`config.mk`:
```
export PLATFORM = sky130hd
export DESIGN_NAME = serial_sub4
export DESIGN_NICKNAME = d
export VERILOG_FILES = /design/src/rtl/serial_sub_pkg.sv /design/src/rtl/full_sub.sv /design/src/rtl/serial_sub4.sv
export SDC_FILE = /design/constraint.sdc
export NUM_CORES = 1
export LEC_CHECK = 0
export CORE_UTILIZATION = 30
export CTS_BUF_LIST = sky130_fd_sc_hd__clkbuf_8
export DETAILED_ROUTE_END_ITERATION = 10
export PLACE_DENSITY = 0.57
export SLEW_MARGIN = 0
export SYNTH_ARGS = -nofsm -noshare
export SYNTH_HDL_FRONTEND = slang
export SYNTH_SLANG_ARGS = --single-unit
export TNS_END_PERCENT = 1
```
`constraint.sdc`:
```
create_clock -name clk -period 4.47 [get_ports clk]
set_input_delay 0.447 -clock clk [delete_from_list [all_inputs] [get_ports clk]]
set_output_delay 0.447 -clock clk [all_outputs]
set_load 0.01 [all_outputs]
```
`src/rtl/serial_sub_pkg.sv`:
```
// serial_sub_pkg: shared types and constants for the bit-serial subtractor.
//   state_t        FSM encoding for serial_sub4 (IDLE, SHIFT, DONE)
//   DEFAULT_WIDTH  default operand/result width in bits
package serial_sub_pkg;

    typedef enum logic [1:0] {
        IDLE  = 2'd0,
        SHIFT = 2'd1,
        DONE  = 2'd2
    } state_t;

    localparam int unsigned DEFAULT_WIDTH = 4;

endpackage

```
`src/rtl/full_sub.sv`:
```
// full_sub: combinational 1-bit full subtractor computing x - y - bin.
// Ports:
//   x     in   minuend bit
//   y     in   subtrahend bit
//   bin   in   borrow in
//   diff  out  difference bit
//   bout  out  borrow out
module full_sub (
    input  logic x,
    input  logic y,
    input  logic bin,
    output logic diff,
    output logic bout
);

    always_comb begin
        diff = x ^ y ^ bin;
        // Borrow when y exceeds x outright, or when they are equal and a borrow ripples in.
        bout = (~x & y) | (~(x ^ y) & bin);
    end

endmodule

```
`src/rtl/serial_sub4.sv`:
```
// serial_sub4: bit-serial unsigned subtractor, d = a - b, one bit per clock, LSB first.
// Ports:
//   clk    in   rising-edge clock
//   rst_n  in   asynchronous active-low reset
//   start  in   request, sampled in IDLE or in the DONE cycle
//   a      in   minuend, captured on the accepting edge
//   b      in   subtrahend, captured on the accepting edge
//   busy   out  high while bits are being processed
//   done   out  one-cycle pulse when d/bo are updated
//   d      out  (a - b) mod 2^WIDTH, held until the next result
//   bo     out  final borrow, 1 iff a < b
module serial_sub4
    import serial_sub_pkg::*;
#(
    parameter int unsigned WIDTH = DEFAULT_WIDTH
) (
    input  logic             clk,
    input  logic             rst_n,
    input  logic             start,
    input  logic [WIDTH-1:0] a,
    input  logic [WIDTH-1:0] b,
    output logic             busy,
    output logic             done,
    output logic [WIDTH-1:0] d,
    output logic             bo
);

    // Counter holds 0..WIDTH, so it never wraps within an operation.
    localparam int unsigned CNT_W = $clog2(WIDTH + 1);
    localparam logic [CNT_W-1:0] LAST_CNT = CNT_W'(WIDTH - 1);

    state_t           state;
    logic [WIDTH-1:0] a_sr;
    logic [WIDTH-1:0] b_sr;
    logic [WIDTH-1:0] res_sr;
    logic             borrow;
    logic [CNT_W-1:0] cnt;

    logic             diff_bit;
    logic             bout_bit;
    logic [WIDTH-1:0] res_next;

    full_sub u_full_sub (
        .x    (a_sr[0]),
        .y    (b_sr[0]),
        .bin  (borrow),
        .diff (diff_bit),
        .bout (bout_bit)
    );

    // Result fills from the MSB so that after WIDTH shifts bit 0 sits at the LSB.
    always_comb begin
        res_next = {diff_bit, res_sr[WIDTH-1:1]};
    end

    always_ff @(posedge clk or negedge rst_n) begin
        if (!rst_n) begin
            state  <= IDLE;
            a_sr   <= '0;
            b_sr   <= '0;
            res_sr <= '0;
            borrow <= 1'b0;
            cnt    <= '0;
            busy   <= 1'b0;
            done   <= 1'b0;
            d      <= '0;
            bo     <= 1'b0;
        end else begin
            case (state)
                IDLE, DONE: begin
                    done <= 1'b0;
                    if (start) begin
                        a_sr   <= a;
                        b_sr   <= b;
                        res_sr <= '0;
                        borrow <= 1'b0;
                        cnt    <= '0;
                        busy   <= 1'b1;
                        state  <= SHIFT;
                    end else begin
                        state <= IDLE;
                    end
                end
                SHIFT: begin
                    a_sr   <= a_sr >> 1;
                    b_sr   <= b_sr >> 1;
                    res_sr <= res_next;
                    borrow <= bout_bit;
                    cnt    <= cnt + CNT_W'(1);
                    if (cnt == LAST_CNT) begin
                        d     <= res_next;
                        bo    <= bout_bit;
                        busy  <= 1'b0;
                        done  <= 1'b1;
                        state <= DONE;
                    end
                end
                default: begin
                    busy  <= 1'b0;
                    done  <= 1'b0;
                    state <= IDLE;
                end
            endcase
        end
    end

endmodule

```
==> metrics.sh <==
OUTCOME='complete, no violations'
SYNTHESIS.NETS=102
DPL.CELL_COUNT=148
AREA_GROWTH_PCT=19.2
CRITICAL_PATH.TOP_DELAY_FAMILY='flip-flops'
END_OF_THE_WORST_REGISTER_TO_REGISTER_PATH='d[2]'
WHS_PATH_DEPTH=1
SYNTH.AREA.TOP_CELLS='sky130_fd_sc_hd__dfrtp_1 49%, sky130_fd_sc_hd__mux2i_1 20%, sky130_fd_sc_hd__mux2_4 5.1%'
WORST_PIN_SLEW_NS=1.07
FINAL_LAYOUT_SIZE_SUFFIX_GT1_FRAC=0.106
MIN-DELAY-PATH-CLASS='reg -> reg'
CRITICAL_PATH_BUF_INV_COUNT=1
FLOORPLAN.DIE.HEIGHT_UM=64.7
POST_SYNTH.CELL_AREA_AVG_UM2=13.4
CTS_MAX_LEVEL=1
DIEWIDTH_UM=64.7
FF_LATCH_COUNT_SYNTH=23
DRT_PASS1_ITERATIONS=2
PEAKVDDDROP_mV=0.212
CTS.SINKS=23
FINALNONFILLERCELLS=152
DIEAREA_UM2=4190
LAYOUT.CORE_UTILIZATION=0.378
GRT_PASS1_VIAS=745
DETAIL_ROUTE.DRC_VIOLATIONS=0
TIMING.HOLD.WORST_ENDPOINT='d[0]'
TIMING.FINAL.CRIT_SHARE=0.508
NUM_ANTENNA_CELLS=0
HOLD_VIOL=0
CRITPATHSLOWESTCELL='sky130_fd_sc_hd__dfrtp_1'
SETUP.WORST_PATH.END_CLASS='primary output'
REPORT.POWER.TOTAL_mW=0.886
FINAL_AREA_UM2=1410
FINAL_ROUTED_WIRE_LENGTH_DIVIDED_BY_CELL_COUNT_UM=13.1
DP.FINAL_HPWL_UM=1390
CORE.ROWCOUNT=22
FINAL_NET_COUNT=119
FINALSETUPTNS_NS=0
GRT_MAX_DEGREE=24
CTS_HOLD_BUF=0
NUMBER_OF_ANTENNA_VIOLATIONS_AT_THE_FIRST_CHECK_IN_GLOBAL_ROUTING=0
LEAKAGE_POWER_SUMMED_OVER_ALL_CELLS_nW=0.666
MAXSLEWVIOLCOUNT=0
REGTOREGSTARTPOINT='done'
DETAILROUTE.VIA_COUNT=714
IO_PINS=18
PATH_CLK_SLEW_NS=0.08
P_PER_AREA_nW_PER_UM2=630
YOSYS.AREA.TOP_TYPE_SHARE=0.488
YS_WARN_COUNT=0
FINCLKSKEW_NS=0.00116
SYNTHDISTINCTLIBCELLS=21
SEQ_TOTAL_AREA_YOSYS=0.488
WORSTPATHARRIVAL_NS=1.82
GLOBALPLACE.CONGESTION=0.675
WIRE_LENGTH_OF_THE_FIRST_GLOBAL_ROUTING_PASS_UM=3440
PERIOD_NEEDED_NS=2.27
GRTUSAGETOTAL=0.108
CRIT_CHAIN='clkdlybuf4s50_1'
TIMING.MAX_SLEW.REL_SLACK=0.282
R2R_SETUP_SLACK_NS=2.81
CLK-INSERTION-DELAY-LATE_NS=0.26
CORE_REGION_AREA_UM2=3720
CPPEAKSTAGEDELAY_NS=0.88
NUMPORTBUFFERS=17
FMAXACHIEVABLE_GHz=0.440
POST_CTS_SETUP_BUFFERS=0
SYNTHESIS.AREA_UM2=1180
POST_CTS_RESIZED=0
DRT-INITIAL-DRC-COUNT=5
DRTANTENNAVIOLNETS=0
DRV_CAP=0
GLOBALROUTEOVERFLOWTOTAL=0
CTS-BUFFERS-INSERTED=3
INITIAL_UTILIZATION=0.318
RSZ0062_AT_GRT='no'
SYNTH.LARGEST_AREA_CELL='sky130_fd_sc_hd__dfrtp_1'
ROUTED_VIA_DENSITY=4.70
DETAILED_PLACE.AREA_UM2=1360
WORST-R2R-CELL-COUNT=2
CLOCK_TREE.ROOT_CELL='sky130_fd_sc_hd__clkbuf_8'
CLOCK_TREE_FROM_TRITONCTS='yes'
MIN-DELAY-START='d[0]'
PEAK_FANOUT_ALONG_THE_CRITICAL_PATH=20
DATA_REQUIRED_CRITICAL_PATH_NS=4.02
SETUP-VIOLATIONS-FINAL=0
CLOCK_TREE.BUFFER_DEPTH=2
FINAL_WL_UM=2000
SYNTH_CELLS=88
CP_LAUNCH_TYPE='register'
WORSTSETUPPATHTYPE='reg -> out'
-- logic make-up (layout without fill, tap and decap cells) --
logic type	after synthesis	count (layout)	share of synthesized area
AO/OA/AOI/OAI	9	9	0.0626
XOR/XNOR	1	1	0.00742
AND/OR/NAND/NOR	11	11	0.0626
flip-flops	23	23	0.488
multiplexers	31	31	0.284
buffers and inverters	10	26	0.0573
adder cells (fa/ha/maj)	3	3	0.0382
-- power breakdown --
| part | switching [mW] | internal (mW) | total [mW] | leakage, nW |
|---|---|---|---|---|
| combinational | 0.120 | 0.235 | 0.355 | 0.348 |
| clock | 0.0645 | 0.0613 | 0.126 | 0.0269 |
| sequential | 0.109 | 0.296 | 0.405 | 0.291 |
-- how the worst max path moves through the flow --
stage | start | slack, ns | endpoint | cells past startpoint
after global routing | done | 2.12 | done | 1
after CTS | done | 2.17 | done | 1
after detailed placement | done | 2.49 | done | 1
final | done | 2.20 | done | 1
after floorplan | b_sr[0] | 3.06 | res_sr[3] | 4
after global placement | start | 2.51 | res_sr[1] | 3
-- cells in the final DEF, fill, tap and decap left out --
| master | Yosys | final |
|---|---|---|
| sky130_fd_sc_hd__clkdlybuf4s50_1 | 0 | 17 |
| sky130_fd_sc_hd__ha_1 | 2 | 2 |
| sky130_fd_sc_hd__nor2_1 | 3 | 3 |
| sky130_fd_sc_hd__mux2_2 | 3 | 3 |
| sky130_fd_sc_hd__mux2i_1 | 23 | 23 |
| sky130_fd_sc_hd__nand3b_4 | 1 | 1 |
| sky130_fd_sc_hd__mux2_4 | 4 | 4 |
| sky130_fd_sc_hd__a32o_1 | 2 | 2 |
| sky130_fd_sc_hd__o2bb2ai_1 | 1 | 1 |
| sky130_fd_sc_hd__nand3_1 | 2 | 2 |
| sky130_fd_sc_hd__clkbuf_8 | 0 | 3 |
| sky130_fd_sc_hd__fa_1 | 1 | 1 |
| sky130_fd_sc_hd__dfrtp_1 | 23 | 23 |
| sky130_fd_sc_hd__inv_1 | 5 | 6 |
| sky130_fd_sc_hd__mux2_1 | 1 | 1 |
| sky130_fd_sc_hd__o21ai_0 | 2 | 2 |
| sky130_fd_sc_hd__or2b_1 | 1 | 1 |
| sky130_fd_sc_hd__nand2b_1 | 4 | 4 |
| sky130_fd_sc_hd__xnor2_1 | 1 | 1 |
| sky130_fd_sc_hd__a22o_1 | 4 | 4 |
-- state kept, by name, indices dropped and copies added (netlist names) --
| register | count |
|---|---|
| borrow | 1 |
| state | 1 |
| d | 4 |
| bo | 1 |
| busy | 1 |
| done | 1 |
| res_sr | 3 |
| cnt | 3 |
| a_sr | 4 |
| b_sr | 4 |
-- layout make-up --
class | count | area [um2]
multi-input combinational | 55 | 537
fill | 380 | 2310
inverter | 5 | 18.8
clock buffer | 3 | 41.3
tap | 48 | 60.1
timing repair buffer | 17 | 170
sequential | 23 | 576
clock inverter | 1 | 3.75
-- synthesized netlist by cell type --
cell	number
sky130_fd_sc_hd__dfrtp_1	23
sky130_fd_sc_hd__mux2i_1	23
sky130_fd_sc_hd__inv_1	5
sky130_fd_sc_hd__a22o_1	4
sky130_fd_sc_hd__mux2_4	4
sky130_fd_sc_hd__nand2b_1	4
sky130_fd_sc_hd__buf_6	3
sky130_fd_sc_hd__mux2_2	3
sky130_fd_sc_hd__nor2_1	3
sky130_fd_sc_hd__a32o_1	2
sky130_fd_sc_hd__ha_1	2
sky130_fd_sc_hd__nand3_1	2
sky130_fd_sc_hd__o21ai_0	2
sky130_fd_sc_hd__buf_4	1
sky130_fd_sc_hd__clkbuf_4	1
sky130_fd_sc_hd__fa_1	1
sky130_fd_sc_hd__mux2_1	1
sky130_fd_sc_hd__nand3b_4	1
sky130_fd_sc_hd__o2bb2ai_1	1
sky130_fd_sc_hd__or2b_1	1
sky130_fd_sc_hd__xnor2_1	1
-- metrics by stage --
step / setup WS, ns / hold slack (ns)
3_3_place_gp: 2.51 / 0.493
2_1_floorplan: 3.06 / 0.151
3_5_place_dp: 2.49 / 0.499
4_1_cts: 2.17 / 0.525
5_1_grt: 2.12 / 0.537
6_report: 2.20 / 0.518
-- metal layers --
layer | up-vias | part of all wire | GRT usage
met5 | - | 0 | 0
met4 | 0 | 0 | 0.0167
met3 | 0 | 0.043 | 0.0370
met2 | 16 | 0.48 | 0.176
met1 | 356 | 0.48 | 0.140
li1 | 342 | - | -
No activity file was read; power rests on OpenSTA's default activity.
==> edit 1, RTL diff (config.mk and constraints unchanged) <==
The package constant `DEFAULT_WIDTH` goes from 4 to 2.
--- a/src/rtl/serial_sub_pkg.sv
+++ b/src/rtl/serial_sub_pkg.sv
@@ -10,5 +10,5 @@
     } state_t;
 
-    localparam int unsigned DEFAULT_WIDTH = 4;
+    localparam int unsigned DEFAULT_WIDTH = 2;
 
 endpackage
Ports: changed (resized a, b and d); port bits go from 18 to 12. The function was not compared with the original's and may differ.
==> edit 1 against the unedited design <==
  * Worst hold slack worse by 0.0072 ns
  * Combinational power down 29%
  * Cell area down 39%
  * Routed wire length decreased by 44%
  * Maximum frequency is 19% higher
  * Critical path depth unchanged
  * Sequential cell count down 9
  * Power down 32%
  * Count of clock-buffer cells in the layout did not move
  * Highest routed layer is now met4
  * Area after synthesis is 41% lower
  * Sequential power decreased by 37%
  * Worst setup slack better by 0.36 ns
  * Final cell count decreased by 38%
  * Largest cell class unchanged
  * First-iteration DRC count fell by 20%
==> edit 1: results (changes against the unedited design) <==
Cells and area
  – Antenna cell count: 0 (unchanged)
  – Nets: 77 (-35%)
  – Layout cells sized above 1: 12.1% (+1.5 points)

Worst setup path
  – R2R depth: 4 (+2)
  – Reg2reg start: b_sr[0]
  – CP top delay family: buffers and inverters
  – R2R Setup Slk: 2.99 ns (+0.18 ns)
  – Critical Path Start: done
  – CP Capture Point: done
  – WP data arrival: 1.47 ns (-0.35 ns)
  – CP max-delay cell: clkdlybuf4s50_1
  – Crit path max fanout: 13 (-35%)
  – Worst R2R End: res_sr[1]
  – Largest stage delay on the critical path: 0.62 ns (-0.26 ns)

Power
  – Peak supply drop: 0.238 mV (+12%)
  – Psw: 200 uW (-32%)
  – Reg power frac: 42.0% (-3.7 points)
  – Int Power: 406 uW (-31%)
  – Leak pwr: 0.404 nW (-39%)
  – Combinational gate power: 252 uW (-29%)

Placement
  – Placed insts: 91 (-39%)
  – GPL Wtd Cong: 0.665 (-1.5%)
  – DPL Wire Length: 827 um (-41%)
  – Port bufs: 11 (-6)
  – DP Area: 821 um2 (-40%)

Yosys
  – Synth Net Count: 64 (-37%)
  – Synth area leaders: dfrtp_1, mux2i_1, mux2_4
  – Sequential fraction of the synthesis area: 50.4% (+1.6 points)
  – Synth unique cells: 18 (-14%)
  – Main synth FF type: dfrtp_1
  – Post-synth top cells: dfrtp_1, mux2i_1, inv_1
  – Share of synthesized flip-flops with an asynchronous set or reset: 100% (unchanged)
  – Post-Synthesis Cells: 55 (-38%)
  – Yosys warnings: 0 (unchanged)

Detailed routing
  – Drt via density: 4.49 (-4.4%)
  – Vias: 422 (-41%)
  – Post-DR wirelength/cell: 11.9 um (-9.1%)
  – Initial DRC Count: 4 (-1)
  – Drt first pass iters: 2 (unchanged)

Clock network
  – Clock Latency Late Sink: 0.24 ns (-0.02 ns)
  – CTS buffer count: 3 (unchanged)
  – Post-CTS setup buffers: 0 (unchanged)
  – Htree depth: 1 (unchanged)
  – # resized after CTS: 0 (unchanged)
  – Clock Tree Root: clkbuf_8
  – Clk buf depth: 2 (unchanged)
  – Reg clk slew, reported paths: 0.05 ns (-0.03 ns)

Run
  – # Max-Cap Violations: 0 (unchanged)

Timing
  – Skew final: 0.000814 ns (-0.000349 ns)
  – Slew headroom: 57.9% (+30 points)

GRT
  – Total track usage: 10.3% (-0.45 points)
  – Vias in the first global route: 432 (-42%)
  – Largest net degree at the start of global routing: 15 (-38%)
  – First-pass GRT wire length: 1880 um (-46%)
  – Initial antenna violation count: 0 (unchanged)

Outcome
  – Status: finished clean
-- edit 1: changes by cell type after synthesis, moves of 2 or more --
cell and delta:
a22o_1 -2, buf_6 -3, dfrtp_1 -9, mux2_4 -2
mux2i_1 -14
-- edit 1: final cells by class --
class                           instances  area [um2]
Fill cell                             216        1330
Sequential cell                        14         350
Multi-Input combinational cell         33         307
Timing Repair Buffer                   11         110
Clock buffer                            3        41.3
Tap cell                               28        35.0
Inverter                                5        18.8
-- edit 1: through the flow --
| step | setup WS (ns) | utilization [%] | hold slack, ns |
|---|---|---|---|
| floorplan | 3.06 | - | 0.151 |
| global placement | 2.81 | 37.5 | 0.498 |
| detailed placement | 2.80 | 37.5 | 0.498 |
| CTS | 2.53 | 39.3 | 0.519 |
| global route | 2.46 | 39.3 | 0.530 |
| finish | 2.56 | 39.3 | 0.511 |
-- edit 1: how the worst min path moves through the flow --
stage / start / slack [ns] / cells past startpoint / endpoint
floorplan: rst_n / 0.15 / 0 / a_sr[0]
finish: d[0] / 0.51 / 1 / d[0]
detailed placement: borrow / 0.50 / 1 / borrow
global route: borrow / 0.53 / 1 / borrow
global placement: d[0] / 0.50 / 1 / d[0]
CTS: borrow / 0.52 / 1 / borrow
-- edit 1: cells by family after synthesis --
kind of cell | synth area share (%)
AO/OA/AOI/OAI | 8.09
XOR/XNOR | 1.26
adder cells (fa/ha/maj) | 4.68
buffers and inverters | 5.57
flip-flops | 50.4
multiplexers | 20.5
AND/OR/NAND/NOR | 9.53
-- edit 1: metal layers --
metal  GRT usage [%]  up-vias  share of wire (%)
met5               0        -                  0
met4            7.14        0                1.5
met3            2.73        2                3.4
met2            15.1        8                 48
met1            13.1      202                 47
li1                -      210                  -
==> edit 2, RTL diff (same settings) <==
Made on the original files. Reset style: synchronous (`rst_n`), changed in one clocked block. Comments in the files are not updated.
--- a/src/rtl/serial_sub4.sv
+++ b/src/rtl/serial_sub4.sv
@@ -54,5 +54,5 @@
     end
 
-    always_ff @(posedge clk or negedge rst_n) begin
+    always_ff @(posedge clk) begin
         if (!rst_n) begin
             state  <= IDLE;
Function: differs if rst_n is asserted again (counterexample within 4 cycles, from zero or initial values and one cycle with rst_n low); with rst_n held inactive, the same outputs for 10 cycles.
==> edit 2 against the unedited design <==
  * Routed wire length fell by 5.3%
  * Utilization up 1.1 points
  * First-iteration DRC count grew to 4.0 times the old value
  * Area after synthesis shrank 15%
  * Worst hold slack got worse by 0.063 ns
  * Sequential share of layout area fell by 1.5 points
  * Cell area is 13% lower
  * Sequential cell count increased by 1
  * Worst setup slack better by 0.62 ns
  * Critical path type is now input port to flip-flop
Power is not compared: it rests on default switching activity, and its combinational part moved more than twofold at a synthesized area within 25%.
==> edit 2: results (changes against the unedited design) <==
Worst setup path
  – WP data arrival: 1.82 ns (about the same)
  – Reg2reg start: state[0]
  – R2R Setup Slk: 3.04 ns (+0.23 ns)
  – Worst R2R End: a_sr[0]
  – CP Capture Point: bo
  – R2R depth: 3 (+1)
  – Crit path max fanout: 17 (-15%)
  – Critical Path Start: rst_n

Clock network
  – Reg clk slew, reported paths: 0.08 ns (about the same)
  – CTS buffer count: 3 (unchanged)
  – Htree depth: 1 (unchanged)
  – # resized after CTS: 0 (unchanged)
  – Clock Tree Root: clkbuf_8
  – Clock Latency Late Sink: 0.27 ns

Placement
  – GPL Wtd Cong: 0.705 (+4.4%)
  – DPL Wire Length: 1230 um (-12%)
  – Port bufs: 17 (unchanged)

Yosys
  – Synth Net Count: 131 (+28%)
  – Synth unique cells: 25 (+19%)
  – Post-synth top cells: dfxtp_1, nand2_1, a21oi_1
  – Sequential fraction of the synthesis area: 47.6% (-1.1 points)
  – Share of synthesized flip-flops with an asynchronous set or reset: 0% (-100 points)
  – Yosys warnings: 0 (unchanged)
  – Synth area leaders: dfxtp_1, nand2_1, a21oi_1

Outcome
  – Status: finished clean

Power
  – Leak pwr: 0.411 nW
  – Peak supply drop: between 0.15 and 0.2 mV

GRT
  – Total track usage: 12.3% (+1.5 points)
  – Largest net degree at the start of global routing: 24 (unchanged)
  – GRT busiest layer: met2
  – Met3 Resource Use GR: 3.90% (+0.20 points)
  – First-pass GRT wire length: 3150 um (-8.6%)
  – Vias in the first global route: 727 (-2.4%)
  – Routing usage on met2: 19.4% (+1.8 points)
  – Met1 usage in global routing: 14.0% (about the same)

Detailed routing
  – Post-DR wirelength/cell: 10.9 um (-17%)
  – Drt first pass iters: 4 (+2)
  – Vias: 800 (+12%)
  – Initial DRC Count: 20 (+15)
  – Max layer used: met4
  – Met3 wire length: 98 um (+15%)
  – WL met2: 849 um (-11%)
  – Wl on met1: 890 um (-6.8%)

Cells and area
  – Antenna cell count: 0 (unchanged)
  – Largest registers: a_sr (4), b_sr (4), d (4)
  – Nets: 145 (+22%)
  – Layout cells sized above 1: 5.38% (-5.2 points)
  – Fillers: 314 (-17%)

Timing
  – Worst slew pin tran: 0.788 ns (-0.286 ns)
  – Skew final: 0.00210 ns (+0.000940 ns)

Hold path
  – Hold Crit Class: flip-flop to flip-flop
## edit 2: changes by cell type after synthesis, sizes merged, moves of 3 or more
cell and change:
dfxtp +24, dfrtp -23, mux2i -23, nand2 +22, a21oi +15, nand3 +11, mux2 -8, a31oi +6
o21ai +5, a22o -4, buf +3
## edit 2: worst max-delay path: stages
cell and delay [ns]:
clkdlybuf4s50_1 0.59, clkinv_1 0.43, a311oi_1 0.35
## edit 2: worst min path at each step
stage	start	end	slack (ns)	cells past startpoint
after floorplan	res_sr[1]	d[0]	0.44	2
after global placement	d[2]	d[2]	0.45	2
after detailed placement	d[2]	d[2]	0.45	2
after CTS	d[2]	d[2]	0.46	2
after global routing	d[2]	d[2]	0.49	2
final	d[2]	d[2]	0.46	2
## edit 2: per-stage QoR
stage          util (%)  cell area, um2  hold WS (ns)  setup WS (ns)  std cells
3_5_place_dp       37.2            1160         0.448           2.52        170
3_3_place_gp       37.2            1160         0.449           2.62        170
4_1_cts            38.9            1220         0.460           2.80        174
6_report           38.9            1220         0.455           2.82        174
5_1_grt            38.9            1220         0.486           2.66        174
2_1_floorplan         -            1010         0.444           3.19        117
## edit 2: cell type report
class	instances	area share, %
sequential	24	39.5
inverter	4	1.23
tap	44	4.52
timing repair buffer	17	14.0
clock buffer	4	4.52
multi-input combinational	81	36.3
## edit 2: power breakdown
group	internal [mW]	switching, mW
clock	0.0787	0.0670
combinational	0.0215	0.0273
sequential	0.224	0.00587
total	0.324	0.100
## edit 2: cell families (layout without fill, tap and decap cells)
group           count (synthesis)  count (layout)  synth area share, %
flops                          24              24                 47.6
fa+ha+maj                       3               3                 4.47
simple gates                   48              48                 23.1
buf+inv                        12              25                 8.56
compound gates                 30              30                 16.3
